### src/rtl/time_keeper.sv
// BCD 24h/12h time-of-day counter driven by the divider's 1 Hz / 10 Hz square waves.
// Ticks are synchronised into CP, edge-detected into one-cycle strobes, and feed run/set/hold modes.
module time_keeper #(
  parameter int SYNC_STAGES = 2,
  parameter int HOUR_WRAP   = 24
) (
  input  logic       CP,
  input  logic       _CR,
  input  logic       tick_1hz,
  input  logic       tick_10hz,
  input  logic [1:0] mode,
  input  logic       adj,
  input  logic       sec_clr,
  output logic [7:0] hour_bcd,
  output logic [7:0] min_bcd,
  output logic [7:0] sec_bcd,
  output logic       sec_strobe,
  output logic       chime
);

  localparam int         LAST       = SYNC_STAGES - 1;
  localparam logic [7:0] HOUR_TOP   = (HOUR_WRAP == 12) ? 8'h12 : 8'h23;
  localparam logic [7:0] HOUR_BASE  = (HOUR_WRAP == 12) ? 8'h01 : 8'h00;
  localparam logic [7:0] HOUR_RESET = (HOUR_WRAP == 12) ? 8'h12 : 8'h00;

  typedef enum logic [1:0] {
    MODE_RUN      = 2'b00,
    MODE_SET_HOUR = 2'b01,
    MODE_SET_MIN  = 2'b10,
    MODE_HOLD     = 2'b11
  } mode_t;

  // Two-digit BCD increment with wrap; malformed digits recover to zero.
  function automatic logic [7:0] bcd_inc(input logic [7:0] v,
                                         input logic [7:0] top,
                                         input logic [7:0] base);
    logic [7:0] r;
    if (v[3:0] > 4'd9 || v[7:4] > 4'd9 || v > top)
      r = 8'h00;
    else if (v == top)
      r = base;
    else if (v[3:0] == 4'd9)
      r = {v[7:4] + 4'd1, 4'd0};
    else
      r = {v[7:4], v[3:0] + 4'd1};
    return r;
  endfunction

  logic [SYNC_STAGES-1:0] sync1_reg, sync1_next;
  logic [SYNC_STAGES-1:0] sync10_reg, sync10_next;
  logic [SYNC_STAGES-1:0] fill_reg, fill_next;
  logic hist1_reg, hist10_reg;
  logic armed1_reg, armed10_reg;
  logic s1_reg, s10_reg;

  genvar gi;
  generate
    for (gi = 0; gi < SYNC_STAGES; gi++) begin : g_sync
      if (gi == 0) begin : g_first
        assign sync1_next[gi]  = tick_1hz;
        assign sync10_next[gi] = tick_10hz;
        assign fill_next[gi]   = 1'b1;
      end else begin : g_chain
        assign sync1_next[gi]  = sync1_reg[gi-1];
        assign sync10_next[gi] = sync10_reg[gi-1];
        assign fill_next[gi]   = fill_reg[gi-1];
      end
    end
  endgenerate

  // fill_reg marks when the chain output reflects a real input sample, so an input
  // already high at reset release must be seen low before it can arm a strobe.
  always_ff @(posedge CP or negedge _CR) begin
    if (!_CR) begin
      sync1_reg   <= '0;
      sync10_reg  <= '0;
      fill_reg    <= '0;
      hist1_reg   <= 1'b0;
      hist10_reg  <= 1'b0;
      armed1_reg  <= 1'b0;
      armed10_reg <= 1'b0;
      s1_reg      <= 1'b0;
      s10_reg     <= 1'b0;
    end else begin
      sync1_reg   <= sync1_next;
      sync10_reg  <= sync10_next;
      fill_reg    <= fill_next;
      hist1_reg   <= sync1_reg[LAST];
      hist10_reg  <= sync10_reg[LAST];
      armed1_reg  <= armed1_reg  | (fill_reg[LAST] & ~sync1_reg[LAST]);
      armed10_reg <= armed10_reg | (fill_reg[LAST] & ~sync10_reg[LAST]);
      s1_reg      <= sync1_reg[LAST]  & ~hist1_reg  & armed1_reg;
      s10_reg     <= sync10_reg[LAST] & ~hist10_reg & armed10_reg;
    end
  end

  mode_t      mode_now;
  mode_t      mode_prev_reg;
  logic [7:0] hour_reg, hour_next;
  logic [7:0] min_reg, min_next;
  logic [7:0] sec_reg, sec_next;
  logic       strobe_reg, strobe_next;
  logic       chime_reg, chime_next;

  assign mode_now = mode_t'(mode);

  always_comb begin
    hour_next   = hour_reg;
    min_next    = min_reg;
    sec_next    = sec_reg;
    strobe_next = 1'b0;
    chime_next  = 1'b0;
    case (mode_now)
      MODE_RUN: begin
        if (s1_reg && !sec_clr) begin
          sec_next    = bcd_inc(sec_reg, 8'h59, 8'h00);
          strobe_next = 1'b1;
          if (sec_reg == 8'h59) begin
            min_next = bcd_inc(min_reg, 8'h59, 8'h00);
            if (min_reg == 8'h59) begin
              hour_next  = bcd_inc(hour_reg, HOUR_TOP, HOUR_BASE);
              chime_next = 1'b1;
            end
          end
        end
      end
      MODE_SET_HOUR: begin
        if (s10_reg && adj)
          hour_next = bcd_inc(hour_reg, HOUR_TOP, HOUR_BASE);
      end
      MODE_SET_MIN: begin
        if (s10_reg && adj)
          min_next = bcd_inc(min_reg, 8'h59, 8'h00);
        if (mode_prev_reg != MODE_SET_MIN)
          sec_next = 8'h00;
      end
      default: begin
      end
    endcase
    // A clear wins over a coincident second tick; the tick is simply lost.
    if (sec_clr)
      sec_next = 8'h00;
  end

  always_ff @(posedge CP or negedge _CR) begin
    if (!_CR) begin
      hour_reg      <= HOUR_RESET;
      min_reg       <= 8'h00;
      sec_reg       <= 8'h00;
      strobe_reg    <= 1'b0;
      chime_reg     <= 1'b0;
      mode_prev_reg <= MODE_RUN;
    end else begin
      hour_reg      <= hour_next;
      min_reg       <= min_next;
      sec_reg       <= sec_next;
      strobe_reg    <= strobe_next;
      chime_reg     <= chime_next;
      mode_prev_reg <= mode_now;
    end
  end

  assign hour_bcd   = hour_reg;
  assign min_bcd    = min_reg;
  assign sec_bcd    = sec_reg;
  assign sec_strobe = strobe_reg;
  assign chime      = chime_reg;

endmodule

### config.mk
export PLATFORM = sky130hd
export DESIGN_NAME = time_keeper
export DESIGN_NICKNAME = d
export VERILOG_FILES = /design/src/rtl/time_keeper.sv
export SDC_FILE = /design/constraint.sdc
export NUM_CORES = 1
export LEC_CHECK = 0
export CORE_MARGIN = 2
export CORE_UTILIZATION = 52
export CTS_CLUSTER_DIAMETER = 60
export CTS_CLUSTER_SIZE = 28
export DETAILED_ROUTE_END_ITERATION = 7
export GPL_ROUTABILITY_DRIVEN = 0
export PLACE_DENSITY = 0.79
export SLEW_MARGIN = 5
export SYNTH_ARGS = -nofsm -noshare
export SYNTH_HDL_FRONTEND = slang
export SYNTH_SLANG_ARGS = --single-unit
### constraint.sdc
create_clock -name CP -period 2.3 [get_ports CP]
set_input_delay 0.23 -clock CP [delete_from_list [all_inputs] [get_ports CP]]
set_output_delay 0.23 -clock CP [all_outputs]
set_load 0.01 [all_outputs]
## Word-level counts from Yosys, hierarchy flattened

Cells that the tools add are included.

- $lt $le $gt $ge: 9
- Eq/ne operators: 17
- Shifts and indexed selects: 0
- Bitwise operators: 12
- $mul: 0
- Muxes and demuxes: 28
- Div/mod/pow operators: 0
- Reduce and logical (&&, ||, !) cells: 17
- Add/subtract/negate cells: 6

Operator list:

| kind | number |
|---|---|
| 8-bit two-way mux | 19 |
| 8-bit case mux with 2 select lines | 3 |
| 4-bit by 1-bit adder with 4-bit output, second input constant | 6 |
| 4-bit greater-than comparator, second input constant | 6 |
| 8-bit by 7-bit == test with 1-bit output, second input constant | 2 |
| 8-bit by 7-bit greater-than comparator with 1-bit output, second input constant | 2 |
| 4-bit == test, second input constant | 3 |
| 2-bit inequality test, second input constant | 6 |
| 8-bit by 6-bit == test with 1-bit output, second input constant | 1 |
| 8-bit by 6-bit greater-than comparator with 1-bit output, second input constant | 1 |
| 4-bit AND reduction | 2 |
| 1-bit AND | 6 |
| 1-bit logical OR | 6 |
| 1-bit two-way mux | 6 |
| 3-bit inequality test, second input constant | 2 |
| 5-bit inequality test, second input constant | 1 |
| 5-bit AND reduction | 1 |
| 1-bit NOT | 4 |
| 2-bit nonzero test | 2 |
| 3-bit AND reduction | 1 |
| 3-bit nonzero test | 1 |
| 2-bit by 1-bit == test with 1-bit output, second input constant | 1 |
| 2-bit == test, second input constant | 1 |
| 1-bit logical AND | 2 |
| other kinds (3) | 4 |

- ROM bits: 0
- Bits in registers: 40
- Word-level logic and storage cells: 105
- Output and inout bits: 26
- Memories: 0
- Latch bits: 0
- Input bits: 8
- RAM bits: 0

## Longest topological paths before layout

- Depth after elaboration: 8
- Depth in mapped cells: 8
- Depth with buffers taken out: 7

## Worst setup path after synthesis

OpenSTA, ideal clock, no wires.

- Path type: register -> register
- From: register min_reg[1], in the netlist min_bcd[1]
- To: register hour_reg[2], in the netlist hour_bcd[2]
- Data arrival time: 1.879 ns
- Library setup time: 0.067 ns
- Clock period less this slack: 1.946 ns
- Required time: 2.233 ns
- Path slack: 0.354 ns
- Cell stages (with the launch flop): 7
- Cells stage by stage: dfrtp_1 -> or2_1 -> or4_4 -> o21a_1 -> buf_6 -> o31ai_4 -> a22o_1

- Word-level cells in the longest chain between the ends: 3

Ends and longest elaborated chain:

| item | line | source |
|---|---|---|
| from (decl) | 100 | `logic [7:0] min_reg, min_next;` |
| from (signal assigned) | 155 | `min_reg <= min_next;` |
| 8-bit by 7-bit == test with 1-bit output | 120 | `if (min_reg == 8'h59) begin` |
| 2-bit inequality test (no source line) | -- |  |
| 5-bit AND reduction (no source line) | -- |  |
| to (signal assigned) | 154 | `hour_reg <= hour_next;` |
| to (decl) | 99 | `logic [7:0] hour_reg, hour_next;` |

Every way passes these cells.
A chain may end at the register's enable or synchronous reset.

## Final worst setup path

- From: register min_reg[1], in the netlist min_bcd[1]
- To: register hour_reg[4], in the netlist hour_bcd[4]

The elaborated chain is that of the path after synthesis.

==> reports/summary.txt <==
worst reg2reg endpoint: hour_bcd[4]
FFs w/ async S/R, synth: 1.00
Site Rows: 22
Cell Chain, Critical Path: or2_1, or4_4, o21a_1, nand3b_1, mux2i_1
max cap viols: 0
Die X: 65.2 um
Post CTS Setup Buffer Count: 0
skew final: 0.00920 ns
EDFF count, synth: 0
core area: 3630 um^2
Synth Flop Type: dfrtp_1
initial antenna violation count: 0
CTS Buffer Depth: 2
Syn. warnings: 0
Die H: 65.2 um
Cell Pwr Density: 840 nW/um^2
vias in the first global route: 1486
First-pass DRT Iterations: 4
largest net degree at the start of global routing: 41
Die Area: 4260 um^2
critical path endpoint category: flip-flop
Hold Crit Class: input port to async pin
H-tree level count: 2
# IOs: 34
Core Util, Final: 0.667
max-slew violations: 0
outcome: complete, no violations
#FFs+latches synth: 40
Clk pin slew, worst setup/hold paths: 0.07 ns
Worst-Skew Late Latency: 0.29 ns
CTS sink cnt: 40
Synth Instances: 185
share of cells above drive strength 1: 0.0885
Critical Path Start Type: flip-flop
CTS tree: done
CP Data Arrival Time: 2.33 ns
Post-Route WL: 3690 um
all-layer global routing usage: 0.199
sequential area share after synthesis: 0.513
CTS Hold Bufs: 0
Vias/cell: 5.45
ant diodes: 0
relative slew slack: 0.431
max frequency: 472 MHz
CTS root buf: clkbuf_8
Port Buffer Count: 33
total CTS buffers: 5
Syn Area/Cell: 10.5 um^2
beginning of the critical path: min_bcd[1]
setup_tns: 0 ns
Crit Reg-Reg Startpoint: min_bcd[1]
Fin. Hold Viols: 0
grt total ovfl: 0
Mapped Area: 1950 um^2
cell taking the most area after synthesis: dfrtp_1
DR WL/cell: 13.5 um
first-pass GRT wire length: 6400 um
area fraction of the dominant cell type after synthesis: 0.513
min Tclk post-route: 2.12 ns
Req. time, crit path: 2.51 ns
leading post-synthesis cells by cell area: dfrtp_1, ha_1, nand2_1
Final period util: 0.921
static leakage: 1.06 nW
DRT iter0 DRCs: 82
Post-route DRC: 0
nets@finish: 242
synth unique cells: 48
critical path class: flip-flop to flip-flop
Worst Max-Slew Pin Slew: 0.854 ns
starting density of the core: 0.537
layout overhead on the synthesized area: 24.3%
endpoints failing setup: 0
Post-CTS Resized: 0
IR drop worst, VDD: 0.538 mV
Antenna Nets Post-Route: 0
net count after synthesis: 202
depth of the most critical reg-to-reg path: 5
Crit-path slowest cell: or4_4
r2r setup slk: 0.18 ns
worst-path fanout max: 11
Setup crit end: hour_bcd[4]
RSZ-0062 raised after global routing: no
via count: 1492
highest cell delay on the worst timing path: 0.54 ns
DP Wirelength: 2750 um
==> final cells by class <==
cell class	instances	area [um^2]
Fill cell	293	1210
Inverter	14	52.6
Tap cell	48	60.1
Timing Repair Buffer	35	340
Multi-Input combinational cell	129	881
Clock buffer	8	90.1
Sequential cell	40	1000
==> synthesized netlist by cell type (all sizes together) (2+ instances only) <==
| cell | count |
|---|---|
| dfrtp | 40 |
| nand2 | 18 |
| inv | 14 |
| nor2 | 14 |
| o21ai | 12 |
| ha | 9 |
| a21oi | 7 |
| nand3 | 6 |
| a22o | 5 |
| a21o | 4 |
| nor2b | 4 |
| nor3 | 4 |
| o21a | 4 |
| and2 | 3 |
| nor3b | 3 |
| or3 | 3 |
| buf | 2 |
| mux2 | 2 |
| mux2i | 2 |
| nand2b | 2 |
| nand3b | 2 |
| nor4b | 2 |
| o21bai | 2 |
| o22ai | 2 |
| or4b | 2 |
==> layout by cell type, fill, tap and decap left out, drive strengths merged, types with 3 or more instances in the layout <==
master,netlist,layout
nor2,14,14
and2,3,3
clkdlybuf4s50,0,32
nor3b,3,3
nor2b,4,4
or3,3,3
nor3,4,4
dfrtp,40,40
inv,14,14
nand2,18,18
nand3,6,6
a21o,4,4
a21oi,7,7
o21a,4,4
a22o,5,5
buf,2,3
ha,9,9
clkbuf,0,8
o21ai,12,12
==> worst min-delay path by stage <==
stage	slack [ns]	endpoint
6_report	0.04	sec_bcd[5]
5_1_grt	0.11	sec_bcd[5]
4_1_cts	0.07	sec_bcd[5]
3_5_place_dp	0.34	sync1_reg[1]
2_1_floorplan	-0.07	armed10_reg
3_3_place_gp	0.33	sync10_reg[1]
==> cells by family after synthesis <==
kind of cell             Yosys count  synth area share
flip-flops                        40             0.513
AO/OA/AOI/OAI                     44             0.160
XOR/XNOR                           1           0.00449
other                              1           0.00192
multiplexers                       4            0.0218
adder cells (fa/ha/maj)            9            0.0577
AND/OR/NAND/NOR                   70             0.206
buffers and inverters             16            0.0353
==> per-layer routing <==
metal | global-route usage | part of all wire
met1 | 0.244 | 0.44
met4 | 0.0469 | 0.0092
met2 | 0.338 | 0.51
met3 | 0.0719 | 0.048
met5 | 0 | 0
==> critical path: cells and delay by family (launching register included) <==
| kind | cells | cell delay (ns) |
|---|---|---|
| multiplexers | 1 | 0.17 |
| flip-flops | 1 | 0.44 |
| AND/OR/NAND/NOR | 3 | 1.09 |
| AO/OA/AOI/OAI | 1 | 0.34 |
==> stage by stage <==
stage	cells	total power, mW	hold slack [ns]	cell area (um^2)	setup slack (ns)
after floorplan	185	1.29	-0.0656	1950	0.354
after CTS	274	2.06	0.0726	2420	0.160
final	274	2.04	0.0391	2420	0.182
after detailed placement	266	1.59	0.343	2330	0.104
after global routing	274	2.18	0.109	2420	0.0483
after global placement	266	1.54	0.333	2330	0.201
==> power by group <==
part	internal, mW	switching, mW
Sequential	0.800	0.154
Combinational	0.321	0.293
Clock	0.244	0.225
Total	1.37	0.672
Power figures use the tool's default switching activity.
